## config.mk

```make
export PLATFORM = sky130hd
export DESIGN_NAME = west_feeder
export DESIGN_NICKNAME = d
export VERILOG_FILES = /design/src/rtl/feeder_pkg.sv /design/src/rtl/skew_line.sv /design/src/rtl/west_feeder.sv
export SDC_FILE = /design/constraint.sdc
export NUM_CORES = 1
export LEC_CHECK = 0
export BUFFER_PORTS_ARGS = -buffer_cell sky130_fd_sc_hd__buf_4
export CAP_MARGIN = 10
export CELL_PAD_IN_SITES_DETAIL_PLACEMENT = 1
export CELL_PAD_IN_SITES_GLOBAL_PLACEMENT = 2
export CORE_MARGIN = 2
export CORE_UTILIZATION = 39
export CTS_BUF_LIST = sky130_fd_sc_hd__clkbuf_16
export CTS_CLUSTER_DIAMETER = 60
export DETAILED_ROUTE_END_ITERATION = 16
export PLACE_DENSITY_LB_ADDON = 0.1
export SYNTH_ARGS = -nofsm -noshare
export SYNTH_HDL_FRONTEND = slang
export SYNTH_SLANG_ARGS = --single-unit
```

## constraint.sdc

```tcl
create_clock -name clk -period 2.5 [get_ports clk]
set_input_delay 0 -clock clk [delete_from_list [all_inputs] [get_ports clk]]
set_output_delay 0 -clock clk [all_outputs]
set_load 0.01 [all_outputs]
```

## src/rtl/feeder_pkg.sv

```systemverilog
// Shared types and constants for the west-edge feeder.
// State encoding, per-row instruction codes and gap length.
package feeder_pkg;

  typedef enum logic [2:0] {
    S_IDLE,
    S_LOAD,
    S_GAP,
    S_EXEC,
    S_DRAIN
  } state_t;

  localparam logic [1:0] INST_IDLE = 2'b00;
  localparam logic [1:0] INST_LOAD = 2'b01;
  localparam logic [1:0] INST_EXEC = 2'b10;

  localparam int GAP_LEN = 1;

endpackage

```

## src/rtl/skew_line.sv

```systemverilog
// Fixed-depth register delay for one row's {inst, data} bundle.
// Depth 0 is a plain wire.
module skew_line #(
  parameter int w     = 6,
  parameter int depth = 0
) (
  input  logic         clk,
  input  logic         reset,
  input  logic [w-1:0] bundle,
  output logic [w-1:0] q
);

  if (depth == 0) begin : g_pass
    logic unused;
    assign unused = clk ^ reset;
    assign q      = bundle;
  end else begin : g_pipe
    logic [w-1:0] pipe [depth];

    always_ff @(posedge clk or negedge reset) begin
      if (!reset) begin
        for (int i = 0; i < depth; i++)
          pipe[i] <= '0;
      end else begin
        pipe[0] <= bundle;
        for (int i = 1; i < depth; i++)
          pipe[i] <= pipe[i-1];
      end
    end

    assign q = pipe[depth-1];
  end

endmodule

```

## src/rtl/west_feeder.sv

```systemverilog
// West-edge feeder: kernel load, gap, execute stream, then
// a drain until the last word has left the per-row skew lines.
module west_feeder
  import feeder_pkg::*;
#(
  parameter int bw     = 4,
  parameter int row    = 8,
  parameter int col    = 8,
  parameter int cnt_bw = 8
) (
  input  logic                clk,
  input  logic                reset,
  input  logic                mode,
  input  logic                start,
  input  logic [cnt_bw-1:0]   num_act,
  input  logic                in_valid,
  output logic                in_ready,
  input  logic [row*bw-1:0]   in_data,
  output logic [row*bw-1:0]   out_w,
  output logic [2*row-1:0]    inst_w,
  output logic                busy,
  output logic                done
);

  localparam int LW = $clog2(2*col+1);
  localparam int DW = $clog2(row+1);
  localparam int BB = bw + 2;

  state_t              state;
  logic [LW-1:0]       load_cnt;
  logic [LW-1:0]       load_last;
  logic [cnt_bw-1:0]   exec_cnt;
  logic [cnt_bw-1:0]   n_act;
  logic [DW-1:0]       dcnt;

  logic                fire;
  logic [1:0]          iss_inst;
  logic [row*bw-1:0]   iss_data;
  logic [row*BB-1:0]   stage0;
  logic [row*BB-1:0]   skew_q;

  assign in_ready = (state == S_LOAD) || (state == S_EXEC);
  assign fire     = in_ready && in_valid;

  always_comb begin
    iss_inst = INST_IDLE;
    iss_data = '0;
    unique case (1'b1)
      fire && (state == S_LOAD): begin
        iss_inst = INST_LOAD;
        iss_data = in_data;
      end
      fire && (state == S_EXEC): begin
        iss_inst = INST_EXEC;
        iss_data = in_data;
      end
      default: ;
    endcase
  end

  always_ff @(posedge clk or negedge reset) begin
    if (!reset) begin
      state     <= S_IDLE;
      load_cnt  <= '0;
      load_last <= '0;
      exec_cnt  <= '0;
      n_act     <= '0;
      dcnt      <= '0;
      busy      <= 1'b0;
      done      <= 1'b0;
    end else begin
      done <= 1'b0;
      unique case (state)
        S_IDLE: begin
          if (start) begin
            state     <= S_LOAD;
            busy      <= 1'b1;
            n_act     <= num_act;
            load_cnt  <= '0;
            load_last <= mode ? LW'(2*col-1) : LW'(col-1);
          end
        end
        S_LOAD: begin
          if (fire) begin
            if (load_cnt == load_last) begin
              state    <= S_GAP;
              load_cnt <= '0;
            end else begin
              load_cnt <= load_cnt + 1'b1;
            end
          end
        end
        S_GAP: begin
          if (load_cnt == LW'(GAP_LEN-1)) begin
            load_cnt <= '0;
            exec_cnt <= '0;
            dcnt     <= '0;
            state    <= (n_act == '0) ? S_DRAIN : S_EXEC;
          end else begin
            load_cnt <= load_cnt + 1'b1;
          end
        end
        S_EXEC: begin
          if (fire) begin
            if (exec_cnt == n_act - 1'b1) begin
              state    <= S_DRAIN;
              exec_cnt <= '0;
            end else begin
              exec_cnt <= exec_cnt + 1'b1;
            end
          end
        end
        S_DRAIN: begin
          // leave once the last word reaches the deepest row
          if (int'(dcnt) + 2 >= row) begin
            state <= S_IDLE;
            dcnt  <= '0;
            busy  <= 1'b0;
            done  <= 1'b1;
          end else begin
            dcnt <= dcnt + 1'b1;
          end
        end
        default: state <= S_IDLE;
      endcase
    end
  end

  always_ff @(posedge clk or negedge reset) begin
    if (!reset) begin
      stage0 <= '0;
    end else begin
      for (int r = 0; r < row; r++)
        stage0[r*BB +: BB] <= {iss_inst, iss_data[r*bw +: bw]};
    end
  end

  for (genvar r = 0; r < row; r++) begin : g_row
    skew_line #(
      .w     (BB),
      .depth (r)
    ) u_skew (
      .clk    (clk),
      .reset  (reset),
      .bundle (stage0[r*BB +: BB]),
      .q      (skew_q[r*BB +: BB])
    );

    assign out_w[r*bw +: bw] = skew_q[r*BB +: bw];
    assign inst_w[2*r +: 2]  = skew_q[r*BB + bw +: 2];
  end

endmodule

```

==> results of run 1 <==
-- timing repair --
item                                   in CTS  in global routing
resized for setup                           0                  1
buffers inserted                            0                  0
hold buffers                               42                  0
endpoints found under the hold margin     130                  0
setup endpoints to repair                   0                  8
-- per-layer routing --
metal  wire length, um  vias to the layer above  GRT usage [%]  share of wire, %
li1                  -                     1696              -                 -
met1              5040                     1889           17.6                42
met2              6410                       59           25.3                53
met3               372                       10           3.65               3.1
met4               155                        0           4.79               1.3
met5                 0                        -              0                 0
-- worst paths after layout --
path                       startpoint                               to
max                          n_act[0]                      exec_cnt[6]
min                          in_valid                        stage0[1]
max reg2reg                  n_act[0]                      exec_cnt[6]
min reg2reg                stage0[12]   g_row[2].u_skew.g_pipe.pipe[6]
max in group asynchronous       reset  g_row[5].u_skew.g_pipe.pipe[19]
min in group asynchronous       reset   g_row[7].u_skew.g_pipe.pipe[8]
-- per-stage QoR --
| step | worst slack [ns] | cells | power, W |
|---|---|---|---|
| floorplan | 0.341 | 443 | 0.00533 |
| global placement | 0.216 | 717 | 0.00587 |
| detailed placement | 0.109 | 717 | 0.00597 |
| CTS | 0.0859 | 791 | 0.00874 |
| global route | 0.0227 | 791 | 0.00913 |
| finish | 0.225 | 791 | 0.00860 |
-- kinds of logic after synthesis --
logic type               count (synthesis)
adder cells (fa/ha/maj)                  8
AO/OA/AOI/OAI                           56
XOR/XNOR                                11
AND/OR/NAND/NOR                        105
multiplexers                             9
buffers and inverters                   62
flip-flops                             192
-- synthesized netlist by cell type (2+ instances only) --
cell	n	area share, %
a211oi_1	4	0.46
a21o_1	5	0.58
a21oi_1	6	0.46
a22o_1	2	0.27
a22o_2	3	0.46
and2_1	4	0.38
and3_1	35	3.4
buf_4	40	4.6
buf_6	2	0.35
clkbuf_1	11	0.63
dfrtp_1	192	74
ha_1	8	1.5
inv_1	9	0.52
mux2_2	7	1.2
mux2i_1	2	0.31
nand2_1	15	0.86
nand2b_1	6	0.58
nand3_1	8	0.61
nand4_1	2	0.19
nor2_1	7	0.40
nor2b_1	9	0.86
nor3_1	4	0.31
o21a_1	3	0.35
o21ai_0	18	1.4
o21bai_1	2	0.23
o31ai_1	6	0.69
or2_2	2	0.19
or4_1	2	0.23
xnor2_1	4	0.54
xor2_1	7	0.94
-- power groups by stage --
stage	registers [W]	clock network, W	logic, W
after global placement	0.00416	0	0.00171
after CTS	0.00417	0.00276	0.00182
after detailed placement	0.00422	0	0.00175
final	0.00415	0.00267	0.00179
after global routing	0.00424	0.00290	0.00199
after floorplan	0.00408	0	0.00125
-- state kept, by name, indices dropped and copies added, names as in the netlist --
register,cells
dcnt,4
exec_cnt,8
stage0,34
busy,1
load_last,2
g_row.u_skew.g_pipe.pipe,90
n_act,8
load_cnt,5
done,1
state,3
g_row.u_skew.q,36
-- area by class of cell --
cell class              count  area share (%)
clock inverters            15            2.06
multi-input cells         189            16.0
clock buffers              17            5.14
flip-flops and latches    192            58.0
repair buffers            149            15.0
well taps                 220            3.33
inverters                   9           0.408
-- layout by cell type (no fill, tap or decap), types with 3 or more instances in the layout --
| cell | count |
|---|---|
| and3_1 | 35 |
| clkbuf_16 | 17 |
| o31ai_1 | 6 |
| nand2_1 | 15 |
| nand2b_1 | 6 |
| xnor2_1 | 4 |
| nand3_1 | 8 |
| ha_1 | 8 |
| nor3_1 | 4 |
| inv_8 | 5 |
| mux2_2 | 7 |
| and2_1 | 4 |
| buf_4 | 105 |
| nor2_1 | 7 |
| xor2_1 | 7 |
| o21ai_0 | 18 |
| inv_6 | 3 |
| inv_1 | 9 |
| dfrtp_1 | 192 |
| o21a_1 | 3 |
| dlygate4sd3_1 | 42 |
| a21o_1 | 5 |
| a211oi_1 | 4 |
| a21oi_1 | 6 |
| a22o_2 | 3 |
| nor2b_1 | 8 |
-- worst reg2reg max path: stages (launching register included) --
cell and delay [ns]:
dfrtp_1 0.46, inv_1 0.12, ha_1 0.32, xor2_1 0.17, o211ai_1 0.11, a211oi_1 0.20
and4_2 0.41, o31ai_1 0.13, a22o_1 0.25
==> results.yml, run 1 <==
status:
  outcome: "completed"
worst_setup_path:
  endpoint_kind: "flop"
  max_stage_delay_ns: 0.46
  rr_worst_depth: 8
  crit_cells: 8
  worst-path-buf-inv: 1
  cp_max_fo: 10
  cpMaxStageDelayCell: "dfrtp_1"
  crit_family: "compound AO/OA/AOI/OAI gates"
  regToRegSetupSlack_ns: 0.23
  startpoint_type: "flop"
  crit_required_ns: 2.81
  worstPathCellList: "inv_1 -> ha_1 -> xor2_1 -> o211ai_1 -> a211oi_1 -> and4_2 -> o31ai_1 -> a22o_1"
  worstSetupPathType: "reg -> reg"
  worstPathArrival_ns: 2.58
yosys:
  yosysSeqAreaShare_pct: 73.6
  synth-simple-area-share_pct: 9.84
  async_flop_share_pct: 100
  synth_edf_count: 0
  synth_mux_area_share_pct: 1.51
  synth_xor_area_share_pct: 1.48
  synthAdderAreaFrac_pct: 1.53
  synth_warnings: 0
  synth_top_family_by_area: "simple AND/OR/NAND/NOR gates"
  syn_inst: 443
  syn_area_mm2: 0.00653
  syn_area_per_cell_um2: 14.7
  synth_compound_area_share_pct: 5.91
  ys_seq_elements: 192
  yosysUniqueCellTypes: 48
  synth_fp_nets: 496
  synthFlopType: "dfrtp_1"
power:
  p_sw_w: 0.00253
  ir_drop_mv: 0.456
  seqPwrFrac_pct: 48.2
  p_int_w: 0.00607
  swShare_pct: 29.4
  p_leak_nw: 4.10
  comb_power_share_pct: 20.8
  p_clk_share_pct: 31.0
  power.density_mw_per_mm2: 1040
sta:
  hold_viol: 0
  fin_skew_ns: 0.00764
  fin_crit_sh_pct: 91.0
  rsz0062_at_grt: "false"
  period_needed_ns: 2.27
  fin_setup_tns_ns: 0
  max_freq_ghz: 0.440
  slew_viol_final: 0
  worstMarginPinSlew_ns: 0.749
  hold_slack_ns: 0.0176
  setup_viol: 0
  max_slew_margin_pct: 50.1
global_routing:
  grt_pass1_vias: 3936
  globalRouteOverflowTotal: 0
  grt_pass1_wl_mm: 19.9
  antenna_found_initial: 0
  grt_usage_pct: 14.5
  grt_max_degree: 95
min_path:
  min_delay_path_depth: 2
  holdCritPathClass: "in -> reg"
cells_and_area:
  nNetsFinal: 611
  drive_gt1_share_pct: 27.7
  nFillCells: 1659
  area_growth_pct: 26.9
  fin_area_mm2: 0.00828
  regArea_mm2: 0.00480
  multiInputGateArea_mm2: 0.00133
  final_util_pct: 50.3
  antenna_cells: 0
detailed_routing:
  vias_per_cell: 4.62
  drt.antenna.violating_nets: 0
  drt-initial-drc-count: 139
  via_count: 3654
  firstDrtPassIters: 4
  drt_wl_total_mm: 12.0
  routedWlPerCell_um: 15.1
  route.detailed.drc: 0
placement:
  place_area_mm2: 0.00726
  hpwl_mm: 7.64
  port_buffers: 95
  globalplace.congestion: 0.804
floorplanning:
  initial_utilization_pct: 39.6
  die_y_um: 133
  die_area_mm2: 0.0178
  pin_count: 96
  core_mm2: 0.0165
  rows: 47
  die_x_um: 133
clock_network:
  cts_sinks: 192
  clockBufferDepth: 2
  cts_htree_levels: 4
  insertion_delay_ns: 0.42
  clk_pin_slew_worst_paths_ns: 0.07
  numCtsBuffers: 17
  cts_tree: "built"
  clockRootBuffer: "clkbuf_16"
job:
  maxCapViolations: 0
Power figures use the tool's default switching activity.
==> run 2, diff against run 1 <==
--- a/config.mk
+++ b/config.mk
@@ -5,12 +5,13 @@
 export SDC_FILE = /design/constraint.sdc
 export NUM_CORES = 1
 export LEC_CHECK = 0
+export ABC_CLOCK_PERIOD_IN_PS = 2800
 export BUFFER_PORTS_ARGS = -buffer_cell sky130_fd_sc_hd__buf_4
 export CAP_MARGIN = 10
 export CELL_PAD_IN_SITES_DETAIL_PLACEMENT = 1
 export CELL_PAD_IN_SITES_GLOBAL_PLACEMENT = 2
 export CORE_MARGIN = 2
-export CORE_UTILIZATION = 39
+export CORE_UTILIZATION = 42
 export CTS_BUF_LIST = sky130_fd_sc_hd__clkbuf_16
 export CTS_CLUSTER_DIAMETER = 60
 export DETAILED_ROUTE_END_ITERATION = 16
==> constraint.sdc (replaced) <==
create_clock -name clk -period 2.8 [get_ports clk]
set_input_delay 0 -clock clk [delete_from_list [all_inputs] [get_ports clk]]
set_output_delay 0 -clock clk [all_outputs]
set_load 0.01 [all_outputs]
==> results.yml, run 2 (synthesis results as in run 1) <==
sta:
  period_needed_ns: 2.37
  max_freq_ghz: 0.421
  worstMarginPinSlew_ns: 0.611
  fin_setup_tns_ns: 0
  fin_crit_sh_pct: 84.8
  slew_viol_final: 0
  rsz0062_at_grt: "false"
  fin_skew_ns: 0.00689
  setup_viol: 0
  hold_viol: 0
  max_slew_margin_pct: 59.1
worst_setup_path:
  cp_max_fo: 10
  endpoint_kind: "flop"
  worstPathArrival_ns: 2.68
  crit_required_ns: 3.11
  startpoint_type: "flop"
  worstSetupPathType: "reg -> reg"
power:
  power.density_mw_per_mm2: 930
  p_leak_nw: 4.06
  power_w: 0.00763
  ir_drop_mv: 0.417
floorplanning:
  core_mm2: 0.0152
  initial_utilization_pct: 42.9
  die_y_um: 129
  die_area_mm2: 0.0165
  die_x_um: 129
  pin_count: 96
  rows: 45
detailed_routing:
  routedWlPerCell_um: 15.1
  vias_per_cell: 4.85
  routed.top_layer: "met4"
  drt_wl_total_mm: 11.4
  firstDrtPassIters: 4
  dr_wl_met2_mm: 5.87
  via_count: 3655
  drt.antenna.violating_nets: 0
  met3_wirelength_um: 344
  met1_length_mm: 5.02
  route.detailed.drc: 0
  drt-initial-drc-count: 108
cells_and_area:
  drive_gt1_share_pct: 26.7
  largest_reg_flops: 90
  layout_commonest_cell: "dfrtp_1"
  area_growth_pct: 25.7
  final_cell_mix: "dfrtp_1, buf_4, dlygate4sd3_1, and3_1, o21ai_0"
  top_register: "g_row.u_skew.g_pipe.pipe"
  nNetsFinal: 606
  antenna_cells: 0
  fin_cells: 754
  final_util_pct: 54.0
global_routing:
  grt_pass1_wl_mm: 19.0
  grt_pass1_vias: 3840
  globalRouteOverflowTotal: 0
  grt_max_degree: 82
  antenna_found_initial: 0
  grt_usage_pct: 14.9
clock_network:
  numCtsBuffers: 17
  insertion_delay_ns: 0.42
  cts_htree_levels: 4
  cts_sinks: 192
  cts_tree: "built"
  clk_pin_slew_worst_paths_ns: 0.07
  clockRootBuffer: "clkbuf_16"
  clockBufferDepth: 2
  post-cts-setup-buffers: 0
job:
  maxCapViolations: 0
placement:
  port_buffers: 95
  hpwl_mm: 7.23
  globalplace.congestion: 0.750
  dp_cells: 680
status:
  outcome: "completed"
min_path:
  holdCritPathClass: "in -> reg"
run 2: what timing repair did:
action	CTS	global route
resized for setup	0	0
hold endpoints to repair	119	0
endpoints found under the setup margin	0	0
hold buffers	42	0
run 2: routing by layer:
layer  global-route usage (%)  vias up
met4                     6.20        0
met2                     24.9       63
met3                     3.62       15
met1                     18.7     1891
li1                         -     1686
met5                        0        -
run 2: critical path, cell delays in order (launching register included):
cell	delay (ns)
dfrtp_1	0.46
or4_4	0.60
nor4_4	0.17
xnor2_1	0.14
and4_1	0.48
o31ai_1	0.16
a22o_1	0.25
run 2: layout make-up:
| cell class | count | area, um2 |
|---|---|---|
| clock buffers | 17 | 425 |
| clock inverters | 15 | 175 |
| fillers | 1491 | 7000 |
| inverters | 9 | 33.8 |
| multi-input cells | 189 | 1330 |
| flip-flops and latches | 192 | 4800 |
| well taps | 188 | 235 |
| repair buffers | 144 | 1200 |
run 2: report_power, final:
group	switching (W)	internal (W)	leakage (nW)
Combinational	0.000759	0.000777	1.32
Clock	0.00110	0.00127	0.280
Sequential	0.000374	0.00335	2.46
run 2: worst paths after layout:
check	start	slack, ns	end	depth (start not counted)
max	n_act[2]	0.43	exec_cnt[7]	6
min	in_valid	0.02	stage0[3]	2
max reg2reg	n_act[2]	0.43	exec_cnt[7]	6
min reg2reg	g_row[3].u_skew.g_pipe.pipe[12]	0.35	g_row[3].u_skew.g_pipe.pipe[6]	0
max in group asynchronous	reset	1.78	g_row[3].u_skew.g_pipe.pipe[14]	3
min in group asynchronous	reset	0.18	g_row[7].u_skew.q[5]	2
run 2: stage by stage:
step	worst slack [ns]	hold slack, ns	instance area [um2]
after floorplan	0.641	-0.296	6530
after global placement	0.475	0.0766	7180
after detailed placement	0.432	0.0850	7180
after CTS	0.393	0.000484	8200
after global routing	0.231	0.0178	8200
final	0.427	0.0162	8200
==> run 3, diff against run 2 <==
--- a/config.mk
+++ b/config.mk
@@ -5,13 +5,14 @@
 export SDC_FILE = /design/constraint.sdc
 export NUM_CORES = 1
 export LEC_CHECK = 0
-export ABC_CLOCK_PERIOD_IN_PS = 2800
+export ABC_AREA = 1
+export ABC_CLOCK_PERIOD_IN_PS = 2150
 export BUFFER_PORTS_ARGS = -buffer_cell sky130_fd_sc_hd__buf_4
 export CAP_MARGIN = 10
 export CELL_PAD_IN_SITES_DETAIL_PLACEMENT = 1
 export CELL_PAD_IN_SITES_GLOBAL_PLACEMENT = 2
 export CORE_MARGIN = 2
-export CORE_UTILIZATION = 42
+export CORE_UTILIZATION = 34
 export CTS_BUF_LIST = sky130_fd_sc_hd__clkbuf_16
 export CTS_CLUSTER_DIAMETER = 60
 export DETAILED_ROUTE_END_ITERATION = 16
==> constraint.sdc (replaced) <==
create_clock -name clk -period 2.15 [get_ports clk]
set_input_delay 0 -clock clk [delete_from_list [all_inputs] [get_ports clk]]
set_output_delay 0 -clock clk [all_outputs]
set_load 0.01 [all_outputs]
==> results.yml, run 3 <==
status:
  outcome: "completed"
power:
  swShare_pct: 31.7
  p_clk_share_pct: 33.5
  p_int_w: 0.00668
  seqPwrFrac_pct: 47.2
  p_sw_w: 0.00310
  p_leak_nw: 4.41
  comb_power_share_pct: 19.3
  ir_drop_mv: 0.669
  power.density_mw_per_mm2: 1170
placement:
  globalplace.congestion: 0.745
  port_buffers: 95
  place_ws_ns: 0.236
  dp_cells: 815
  hpwl_mm: 7.96
worst_setup_path:
  r2r-start: "n_act[1]"
  startpoint_type: "flop"
  rr_worst_depth: 14
  reg2reg_to: "state[1]"
  cpMaxStageDelayCell: "dfrtp_1"
  cp_max_fo: 12
  worstPathCellList: "inv_1 -> ha_1 -> nand2_1 -> inv_1 -> nor2_1 -> nand3_1 -> nor2_1 -> nand3_1 -> nor2_1 -> nand2_1 -> nand2_2 -> nand2_1 -> nand2_1 -> nand2_1"
  worstSetupPathType: "reg -> reg"
  worstPathArrival_ns: 2.22
  worst-path-buf-inv: 2
  cpMostUsedCell: "nand2_1"
  crit_required_ns: 2.47
  endpoint_kind: "flop"
  max_stage_delay_ns: 0.40
  regToRegSetupSlack_ns: 0.25
  crit_family: "simple AND/OR/NAND/NOR gates"
yosys:
  syn_area_per_cell_um2: 12.4
  ys_seq_elements: 192
  synth_common_cells: "dfrtp_1, inv_1, nor2_1"
  synth_most_common_cell: "dfrtp_1"
  synth_fp_nets: 577
  synth_edf_count: 0
  synthTopCellsByArea: "dfrtp_1, buf_4, inv_1"
  syn_inst: 524
  async_flop_share_pct: 100
  yosysUniqueCellTypes: 28
  synthFlopType: "dfrtp_1"
  synth_top_area_share_pct: 74.0
  synth_warnings: 0
  synth_top_area_cell: "dfrtp_1"
  syn_area_mm2: 0.00649
  yosysSeqAreaShare_pct: 74.0
floorplanning:
  core_mm2: 0.0187
  die_area_mm2: 0.0202
  pin_count: 96
  die_y_um: 142
  initial_utilization_pct: 34.7
  rows: 50
  die_x_um: 142
sta:
  worstMarginPinSlew_ns: 0.515
  max_slew_margin_pct: 65.7
  max_freq_ghz: 0.526
  period_needed_ns: 1.90
  fin_setup_tns_ns: 0
  fin_skew_ns: 0.0110
  fin_crit_sh_pct: 88.4
  hold_viol: 0
  fin_ws_ns: 0.250
  slew_viol_final: 0
  rsz0062_at_grt: "false"
  setup_viol: 0
cells_and_area:
  antenna_cells: 0
  largest_reg_flops: 90
  nNetsFinal: 697
  layout_commonest_cell: "dfrtp_1"
  top_register: "g_row.u_skew.g_pipe.pipe"
  fin_cells: 891
  final_cell_mix: "dfrtp_1, buf_4, inv_1, nor2_1, nand2_1"
  drive_gt1_share_pct: 23.3
  area_growth_pct: 28.6
clock_network:
  numCtsBuffers: 17
  cts_htree_levels: 4
  cts_sinks: 192
  insertion_delay_ns: 0.43
  clk_pin_slew_worst_paths_ns: 0.08
  clockRootBuffer: "clkbuf_16"
  clockBufferDepth: 2
  cts_tree: "built"
detailed_routing:
  vias_per_cell: 4.24
  firstDrtPassIters: 4
  routedWlPerCell_um: 13.3
  drt.antenna.violating_nets: 0
  drt-initial-drc-count: 140
  drt_wl_total_mm: 11.9
  via_count: 3777
  route.detailed.drc: 0
global_routing:
  grt_usage_pct: 12.8
  grt_pass1_vias: 4039
  antenna_found_initial: 0
  globalRouteOverflowTotal: 0
  grt_pass1_wl_mm: 19.9
  grt_max_degree: 60
job:
  maxCapViolations: 0
min_path:
  holdCritPathClass: "in -> async"
==> run 3: worst max path at each step <==
stage               cells past startpoint  startpoint        to  slack, ns
floorplan                              14    n_act[0]  state[0]       0.52
global placement                       15    n_act[1]  state[0]       0.34
detailed placement                     15    n_act[1]  state[1]       0.24
CTS                                    14    n_act[1]  state[1]       0.21
global route                           14    n_act[1]  state[1]       0.02
finish                                 14    n_act[1]  state[1]       0.25
==> run 3: timing repair <==
action,in CTS,in global routing
endpoints found under the setup margin,0,0
hold buffers,44,0
setup buffers,0,0
hold endpoints to repair,163,0
resized for setup,0,0
==> run 3: logic make-up after synthesis <==
| kind of cell | count (synthesis) | synth area share [%] |
|---|---|---|
| buf+inv | 115 | 9.22 |
| xor+xnor | 9 | 1.21 |
| mux | 2 | 0.347 |
| compound gates | 35 | 3.10 |
| flops | 192 | 74.0 |
| simple gates | 163 | 10.5 |
| fa+ha+maj | 8 | 1.54 |
==> run 3: stage by stage <==
| step | power (W) | hold slack [ns] | utilization [%] | instance area (um2) |
|---|---|---|---|---|
| CTS | 0.00998 | 0.114 | 44.6 | 8340 |
| floorplan | 0.00591 | -0.296 | - | 6490 |
| global route | 0.0104 | 0.142 | 44.6 | 8340 |
| finish | 0.00979 | 0.0802 | 44.6 | 8340 |
| detailed placement | 0.00658 | 0.0331 | 38.8 | 7260 |
| global placement | 0.00649 | 0.0299 | 38.8 | 7260 |
==> run 3: area by class of cell <==
cell class                 instances  area, um2
clock buffer                      17        425
clock inverter                    15        218
sequential                       192       4800
tap                              234        293
inverter                          69        259
multi-input combinational        217       1090
timing repair buffer             147       1260
fill                            1981      10400
==> run 3: power groups by stage <==
stage | Clock (W) | Combinational [W] | Sequential [W]
after detailed placement | 0 | 0.00187 | 0.00471
final | 0.00327 | 0.00189 | 0.00462
after floorplan | 0 | 0.00131 | 0.00460
after global routing | 0.00353 | 0.00214 | 0.00472
after global placement | 0 | 0.00182 | 0.00466
after CTS | 0.00340 | 0.00195 | 0.00464
==> run 3: layer usage <==
layer	vias to the layer above	wire [um]	global-route usage [%]
met3	14	351	3.13
li1	1806	-	-
met5	-	0	0
met4	0	176	5.05
met2	64	5850	20.9
met1	1893	5480	16.5
